<file path="src/rtl/decode_stage.sv">
// Decode stage: register file, per-register in-flight scoreboard, hazard and
// branch stall generation, and the DE/EX pipeline latch. All state advances on
// the falling edge of I_CLOCK; I_RESET clears everything asynchronously.
module decode_stage #(
  parameter int DATA_WIDTH = 16,
  parameter int NUM_REGS   = 8,
  parameter int SB_MAX     = 3
) (
  input  logic                        I_CLOCK,
  input  logic                        I_RESET,
  input  logic                        I_LOCK,
  input  logic [DATA_WIDTH-1:0]       I_PC,
  input  logic [31:0]                 I_IR,
  input  logic                        I_FetchStall,
  input  logic                        I_WriteBackEnable,
  input  logic [$clog2(NUM_REGS)-1:0] I_WriteBackRegIdx,
  input  logic [DATA_WIDTH-1:0]       I_WriteBackData,
  input  logic                        I_BranchAddrSelect,
  output logic                        O_LOCK,
  output logic [DATA_WIDTH-1:0]       O_PC,
  output logic [7:0]                  O_Opcode,
  output logic [$clog2(NUM_REGS)-1:0] O_DestRegIdx,
  output logic [DATA_WIDTH-1:0]       O_Src1Value,
  output logic [DATA_WIDTH-1:0]       O_Src2Value,
  output logic [DATA_WIDTH-1:0]       O_Imm,
  output logic                        O_FetchStall,
  output logic                        O_DepStallSignal,
  output logic                        O_BranchStallSignal
);

  localparam int IDX_W = $clog2(NUM_REGS);
  localparam int SB_W  = $clog2(SB_MAX + 1);

  // Instruction classes from IR[31:28]
  localparam logic [3:0] CLS_ALU_RR = 4'h0;
  localparam logic [3:0] CLS_ALU_IM = 4'h1;
  localparam logic [3:0] CLS_MOVI   = 4'h2;
  localparam logic [3:0] CLS_LDW    = 4'h3;
  localparam logic [3:0] CLS_STW    = 4'h4;
  localparam logic [3:0] CLS_BR     = 4'h5;
  localparam logic [3:0] CLS_JMP    = 4'h6;
  localparam logic [3:0] CLS_JSR    = 4'h7;

  localparam logic [7:0]       OPC_BUBBLE = 8'hFF;
  localparam logic [IDX_W-1:0] LINK_REG   = IDX_W'(7);

  // Architectural state
  logic [DATA_WIDTH-1:0] r_rf [NUM_REGS];
  logic [SB_W-1:0]       r_sb [NUM_REGS];
  logic [SB_W-1:0]       w_sb_next [NUM_REGS];
  logic                  r_branch_pending;

  // DE/EX latch
  logic                  r_lock;
  logic [DATA_WIDTH-1:0] r_pc;
  logic [7:0]            r_opcode;
  logic [IDX_W-1:0]      r_dest;
  logic [DATA_WIDTH-1:0] r_src1;
  logic [DATA_WIDTH-1:0] r_src2;
  logic [DATA_WIDTH-1:0] r_imm;
  logic                  r_fetch_stall;

  // Decode signals
  logic [3:0]       w_cls;
  logic [IDX_W-1:0] w_dr;
  logic [IDX_W-1:0] w_sr1;
  logic [IDX_W-1:0] w_sr2;
  logic [IDX_W-1:0] w_dest;
  logic             w_rd1;
  logic             w_rd2;
  logic             w_wr;
  logic             w_br;
  logic             w_valid_in;
  logic             w_src1_busy;
  logic             w_src2_busy;
  logic             w_dest_full;
  logic             w_dep_stall;
  logic             w_issue;
  logic             w_unused;

  assign w_cls = I_IR[31:28];
  assign w_dr  = I_IR[20 +: IDX_W];
  assign w_sr1 = I_IR[16 +: IDX_W];
  assign w_sr2 = I_IR[8 +: IDX_W];

  // Bits of the instruction word that no class uses
  assign w_unused = ^{I_IR[23], I_IR[19]};

  // Per-class register usage and branch flag
  always_comb begin
    w_rd1 = 1'b0;
    w_rd2 = 1'b0;
    w_wr  = 1'b0;
    w_br  = 1'b0;
    case (w_cls)
      CLS_ALU_RR: begin w_rd1 = 1'b1; w_rd2 = 1'b1; w_wr = 1'b1; end
      CLS_ALU_IM: begin w_rd1 = 1'b1; w_wr = 1'b1; end
      CLS_MOVI:   begin w_wr = 1'b1; end
      CLS_LDW:    begin w_rd1 = 1'b1; w_wr = 1'b1; end
      CLS_STW:    begin w_rd1 = 1'b1; w_rd2 = 1'b1; end
      CLS_BR:     begin w_br = 1'b1; end
      CLS_JMP:    begin w_rd1 = 1'b1; w_br = 1'b1; end
      CLS_JSR:    begin w_wr = 1'b1; w_br = 1'b1; end
      default:    ;
    endcase
  end

  // JSR always links into the last register
  assign w_dest = (w_cls == CLS_JSR) ? LINK_REG : w_dr;

  assign w_valid_in = I_LOCK & ~I_FetchStall & ~r_branch_pending;

  // Hazard check uses current scoreboard only; a same-edge writeback does not bypass
  always_comb begin
    w_src1_busy = (r_sb[w_sr1] != '0);
    w_src2_busy = (r_sb[w_sr2] != '0);
    w_dest_full = (r_sb[w_dest] == SB_W'(SB_MAX));
    w_dep_stall = w_valid_in & ((w_rd1 & w_src1_busy) |
                                (w_rd2 & w_src2_busy) |
                                (w_wr & w_dest_full));
  end

  assign w_issue          = w_valid_in & ~w_dep_stall;
  assign O_DepStallSignal = w_dep_stall;

  // Scoreboard next state: issue increments, writeback decrements, both cancel
  always_comb begin
    for (int i = 0; i < NUM_REGS; i++) begin
      logic v_inc;
      logic v_dec;
      v_inc        = w_issue & w_wr & (w_dest == IDX_W'(i));
      v_dec        = I_WriteBackEnable & (I_WriteBackRegIdx == IDX_W'(i));
      w_sb_next[i] = r_sb[i];
      if (v_inc && !v_dec) begin
        w_sb_next[i] = r_sb[i] + SB_W'(1);
      end else if (v_dec && !v_inc && (r_sb[i] != '0)) begin
        w_sb_next[i] = r_sb[i] - SB_W'(1);
      end
    end
  end

  // Scoreboard counters
  always_ff @(negedge I_CLOCK or posedge I_RESET) begin
    if (I_RESET) begin
      for (int i = 0; i < NUM_REGS; i++) begin
        r_sb[i] <= '0;
      end
    end else begin
      for (int i = 0; i < NUM_REGS; i++) begin
        r_sb[i] <= w_sb_next[i];
      end
    end
  end

  // Register file write port (writeback)
  always_ff @(negedge I_CLOCK or posedge I_RESET) begin
    if (I_RESET) begin
      for (int i = 0; i < NUM_REGS; i++) begin
        r_rf[i] <= '0;
      end
    end else if (I_WriteBackEnable) begin
      r_rf[I_WriteBackRegIdx] <= I_WriteBackData;
    end
  end

  // Branch-in-flight flag; resolution wins over a new branch on the same edge
  always_ff @(negedge I_CLOCK or posedge I_RESET) begin
    if (I_RESET) begin
      r_branch_pending <= 1'b0;
    end else if (I_BranchAddrSelect) begin
      r_branch_pending <= 1'b0;
    end else if (w_issue && w_br) begin
      r_branch_pending <= 1'b1;
    end
  end

  // DE/EX latch: decoded fields on issue, bubble otherwise
  always_ff @(negedge I_CLOCK or posedge I_RESET) begin
    if (I_RESET) begin
      r_lock        <= 1'b0;
      r_pc          <= DATA_WIDTH'(4);
      r_opcode      <= OPC_BUBBLE;
      r_dest        <= '0;
      r_src1        <= '0;
      r_src2        <= '0;
      r_imm         <= '0;
      r_fetch_stall <= 1'b1;
    end else begin
      r_lock <= I_LOCK;
      r_pc   <= I_PC;
      if (w_issue) begin
        r_opcode      <= I_IR[31:24];
        r_dest        <= w_dest;
        r_src1        <= r_rf[w_sr1];
        r_src2        <= r_rf[w_sr2];
        r_imm         <= DATA_WIDTH'(I_IR[15:0]);
        r_fetch_stall <= 1'b0;
      end else begin
        r_opcode      <= OPC_BUBBLE;
        r_dest        <= '0;
        r_fetch_stall <= 1'b1;
      end
    end
  end

  // Output wiring
  always_comb begin
    O_LOCK              = r_lock;
    O_PC                = r_pc;
    O_Opcode            = r_opcode;
    O_DestRegIdx        = r_dest;
    O_Src1Value         = r_src1;
    O_Src2Value         = r_src2;
    O_Imm               = r_imm;
    O_FetchStall        = r_fetch_stall;
    O_BranchStallSignal = r_branch_pending;
  end

endmodule

</file>
<file path="config.mk">
export PLATFORM = sky130hd
export DESIGN_NAME = decode_stage
export DESIGN_NICKNAME = d
export VERILOG_FILES = /design/src/rtl/decode_stage.sv
export SDC_FILE = /design/constraint.sdc
export NUM_CORES = 1
export LEC_CHECK = 0
export CAP_MARGIN = 20
export CORE_UTILIZATION = 25
export CTS_BUF_LIST = sky130_fd_sc_hd__clkbuf_16
export DETAILED_ROUTE_END_ITERATION = 7
export HOLD_SLACK_MARGIN = 0.03
export PLACE_DENSITY = 0.43
export SLEW_MARGIN = 0
export SYNTH_ARGS = -nofsm -noshare
export SYNTH_HDL_FRONTEND = slang
export SYNTH_SLANG_ARGS = --single-unit
</file>
<file path="constraint.sdc">
create_clock -name I_CLOCK -period 9.3 [get_ports I_CLOCK]
set_input_delay 0.93 -clock I_CLOCK [delete_from_list [all_inputs] [get_ports I_CLOCK]]
set_output_delay 0.93 -clock I_CLOCK [all_outputs]
set_load 0.02 [all_outputs]
</file>
==> reports/metrics.csv <==
metric,value,unit
core-area,0.0432,mm²
synth_cell_types,57,
synth_most_common_cell,dfrtn_1,
clk_pin_slew,0.04,ns
p_comb_share,26.4,%
seq_power_share,40.9,%
syn_inst,755,
dp_cells,1468,
worst_slack,0.817,ns
synthTopCellsByArea,"dfrtn_1 (48%), mux2_2 (15%), mux4_2 (14%), mux2_4 (6.3%), dfstp_2 (2.4%)",
synth_nets,828,
synthToLayoutAreaGrowth,28.6,%
synthMuxAreaShare,35.5,%
crit_path_max_incr_delay,0.64,ns
ant_nets,0,
hold_start,O_Src2Value[0],
die_x,211,µm
rsz0062_at_grt,false,
rows,76,
cp_max_fo,7,
n_fill_cell,4352,
tightest_slew,0.957,ns
synth-compound-area-share,2.72,%
hold_violations,0,
cts_setup_buffers,0,
drive_gt1_share,37.9,%
syn-cell-area,0.0109,mm²
p_int,2.34,mW
leakagePower,5.78,nW
synth_async_sr_flop_share,100,%
cts_tree,done,
io_pins,152,
h-tree-depth,1,
cts_sinks,222,
wl_per_cell,19.5,µm
clk_path_buf_depth,3,
dp_hpwl,18700,µm
finalSetupViolCount,0,
reg2reg_slack,6.47,ns
cp_data_required_time,8.37,ns
synth_simple_gate_area_share,7.99,%
synth_flop_cell,dfrtn_1,
grt_pass1_vias,7212,
hold_path.class,reg -> reg,
clkPwrFrac,32.7,%
gp_congestion,0.776,
maxCapViolCount,0,
antenna_found_initial,1,
cp-start-kind,flop,
synth_top_cell_area_share,48.5,%
ir_drop,89.8,µV
syn_area_per_cell,14.5,µm²
pre_cts_slack,0.471,ns
p_sw_share,28.5,%
rr_startpoint,r_sb[10],
layout.cells.non_filler,1529,
cts_buffers,28,
drc,0,
synth-edff-count,0,
insertion_delay,0.60,ns
rr_endpoint,r_sb[8],
worst-setup-path-type,reg -> out,
power_density,233,mW/mm²
postCtsHoldBufs,0,
cts_resized,0,
drt-total-wl,29800,µm
r2r_cells,8,
yosysWarnings,0,
track_usage,13.6,%
num_vias,6875,
ys_ff_latch,222,
die_h,211,µm
power.switching,0.935,mW
gr-total-overflow,0,
via_per_inst,4.50,
drt_pass1_iterations,4,
cp_cell_sequence,"nand2_1, nor3b_1, nor4_1, o21a_2, a21oi_2, nor2_1, clkdlybuf4s50_1",
synthTopCellsByCount,"dfrtn_1 (212), mux2_2 (145), mux4_2 (66)",
status,finished clean,
layout.nets,995,
tns,0,ns
synth_top_cell_by_area,dfrtn_1,
cp.arrival,7.55,ns
skew,0.0500,ns
drv_slew,0,
seq_area_frac_synth,50.9,%
cp_slowest_cell,clkdlybuf4s50_1,
portBuffers,149,
relSlewSlack,35.6,%
initial_core_util,25.4,%
grt_pass1_wl,45600,µm
synth_top_family_by_area,multiplexers,
synthXorXnorAreaFrac,0.240,%
worstSetupEndpointType,output port,
synth_fa_ha_area_share,0,%
whs_endpoint,O_Src2Value[0],
initialDrtViolationCount,327,
root_buffer,clkbuf_16,
grt_max_degree,70,
die_area,0.0446,mm²
hold_depth,1,
-- routing by layer --
metal / global-route usage (%) / share of wire, % / vias to the layer above
met5: 0 / 0 / -
met4: 4.20 / 2.4 / 0
met3: 2.33 / 4.2 / 40
met2: 22.9 / 48 / 125
met1: 17.7 / 45 / 3562
li1: - / - / 3148
-- logic make-up (layout without fill, tap and decap cells) --
family / after synthesis / count (layout)
multiplexers: 264 / 264
flip-flops: 222 / 222
AND/OR/NAND/NOR: 165 / 165
buffers and inverters: 59 / 247
AO/OA/AOI/OAI: 42 / 42
XOR/XNOR: 3 / 3
other: 0 / 1
-- registers in the layout, indices dropped and copies added, names as in the netlist, 3 cells and up --
signal	count
O_Imm	16
O_Src2Value	16
r_rf	128
O_Opcode	8
O_PC	16
O_Src1Value	16
r_sb	16
O_DestRegIdx	3
-- cell type report --
type / count / area [µm²] / share of cell area [%]
inverters: 11 / 45.0 / 0.320
multi-input cells: 474 / 5100 / 36.2
diodes: 1 / 2.50 / 0.0178
flip-flops and latches: 222 / 5570 / 39.5
clock inverters: 32 / 194 / 1.38
well taps: 585 / 732 / 5.20
repair buffers: 175 / 1720 / 12.2
clock buffers: 29 / 726 / 5.15
-- layout by cell type, fill, tap and decap left out, types with 3 or more instances in the layout --
master and instances:
a21oi_1 11, clkinv_1 7, dfstp_2 10, buf_4 22
nand2b_1 14, mux2_2 145, clkinv_2 3, inv_1 23
nor3b_1 3, mux2_4 46, mux4_2 66, clkbuf_16 29
clkinvlp_4 4, a311oi_1 4, and3_1 4, nand3b_1 3
xnor2_1 3, nand4b_1 3, nand3_1 5, mux2i_1 5
nand2_1 65, nor3_1 9, nor4_4 3, dfrtn_1 212
nor2_1 28, nor3_2 3, nor4_1 7, o21ai_0 7
buf_2 4, clkdlybuf4s50_1 145, buf_12 4
-- power groups by stage --
stage | combinational [mW] | clock [mW] | sequential, mW
5_1_grt | 0.928 | 1.16 | 1.38
2_1_floorplan | 0.467 | 0.00728 | 1.43
6_report | 0.866 | 1.07 | 1.34
3_5_place_dp | 0.879 | 0.00728 | 1.36
4_1_cts | 0.884 | 1.12 | 1.34
3_3_place_gp | 0.875 | 0.00728 | 1.35
-- per-stage QoR --
stage | util [%] | area (µm²) | hold WS (ns) | power, mW
after CTS | 32.6 | 14100 | 0.446 | 3.35
after floorplan | - | 11000 | 0.418 | 1.90
after global placement | 30.5 | 13200 | 0.433 | 2.24
after global routing | 32.6 | 14100 | 0.465 | 3.47
final | 32.6 | 14100 | 0.442 | 3.28
after detailed placement | 30.5 | 13200 | 0.445 | 2.24
-- how the worst max path moves through the flow --
| stage | start | to | slack [ns] | cells after the start |
|---|---|---|---|---|
| global placement | I_IR[30] | O_Imm[13] | 0.48 | 9 |
| CTS | r_sb[10] | O_DepStallSignal | 0.74 | 7 |
| global route | r_sb[12] | O_DepStallSignal | 0.60 | 7 |
| floorplan | I_RESET | O_BranchStallSignal | 0.97 | 1 |
| detailed placement | I_IR[30] | O_Imm[14] | 0.47 | 9 |
| finish | r_sb[12] | O_DepStallSignal | 0.82 | 7 |
-- critical path: cells and delay by family, from the launching register on --
family | cells | cell delay (ns)
buffers and inverters | 1 | 0.64
DFF | 1 | 0.52
AOI/OAI and AO/OA | 2 | 0.36
and+or+nand+nor | 4 | 0.84
No activity file was read; power rests on OpenSTA's default activity.
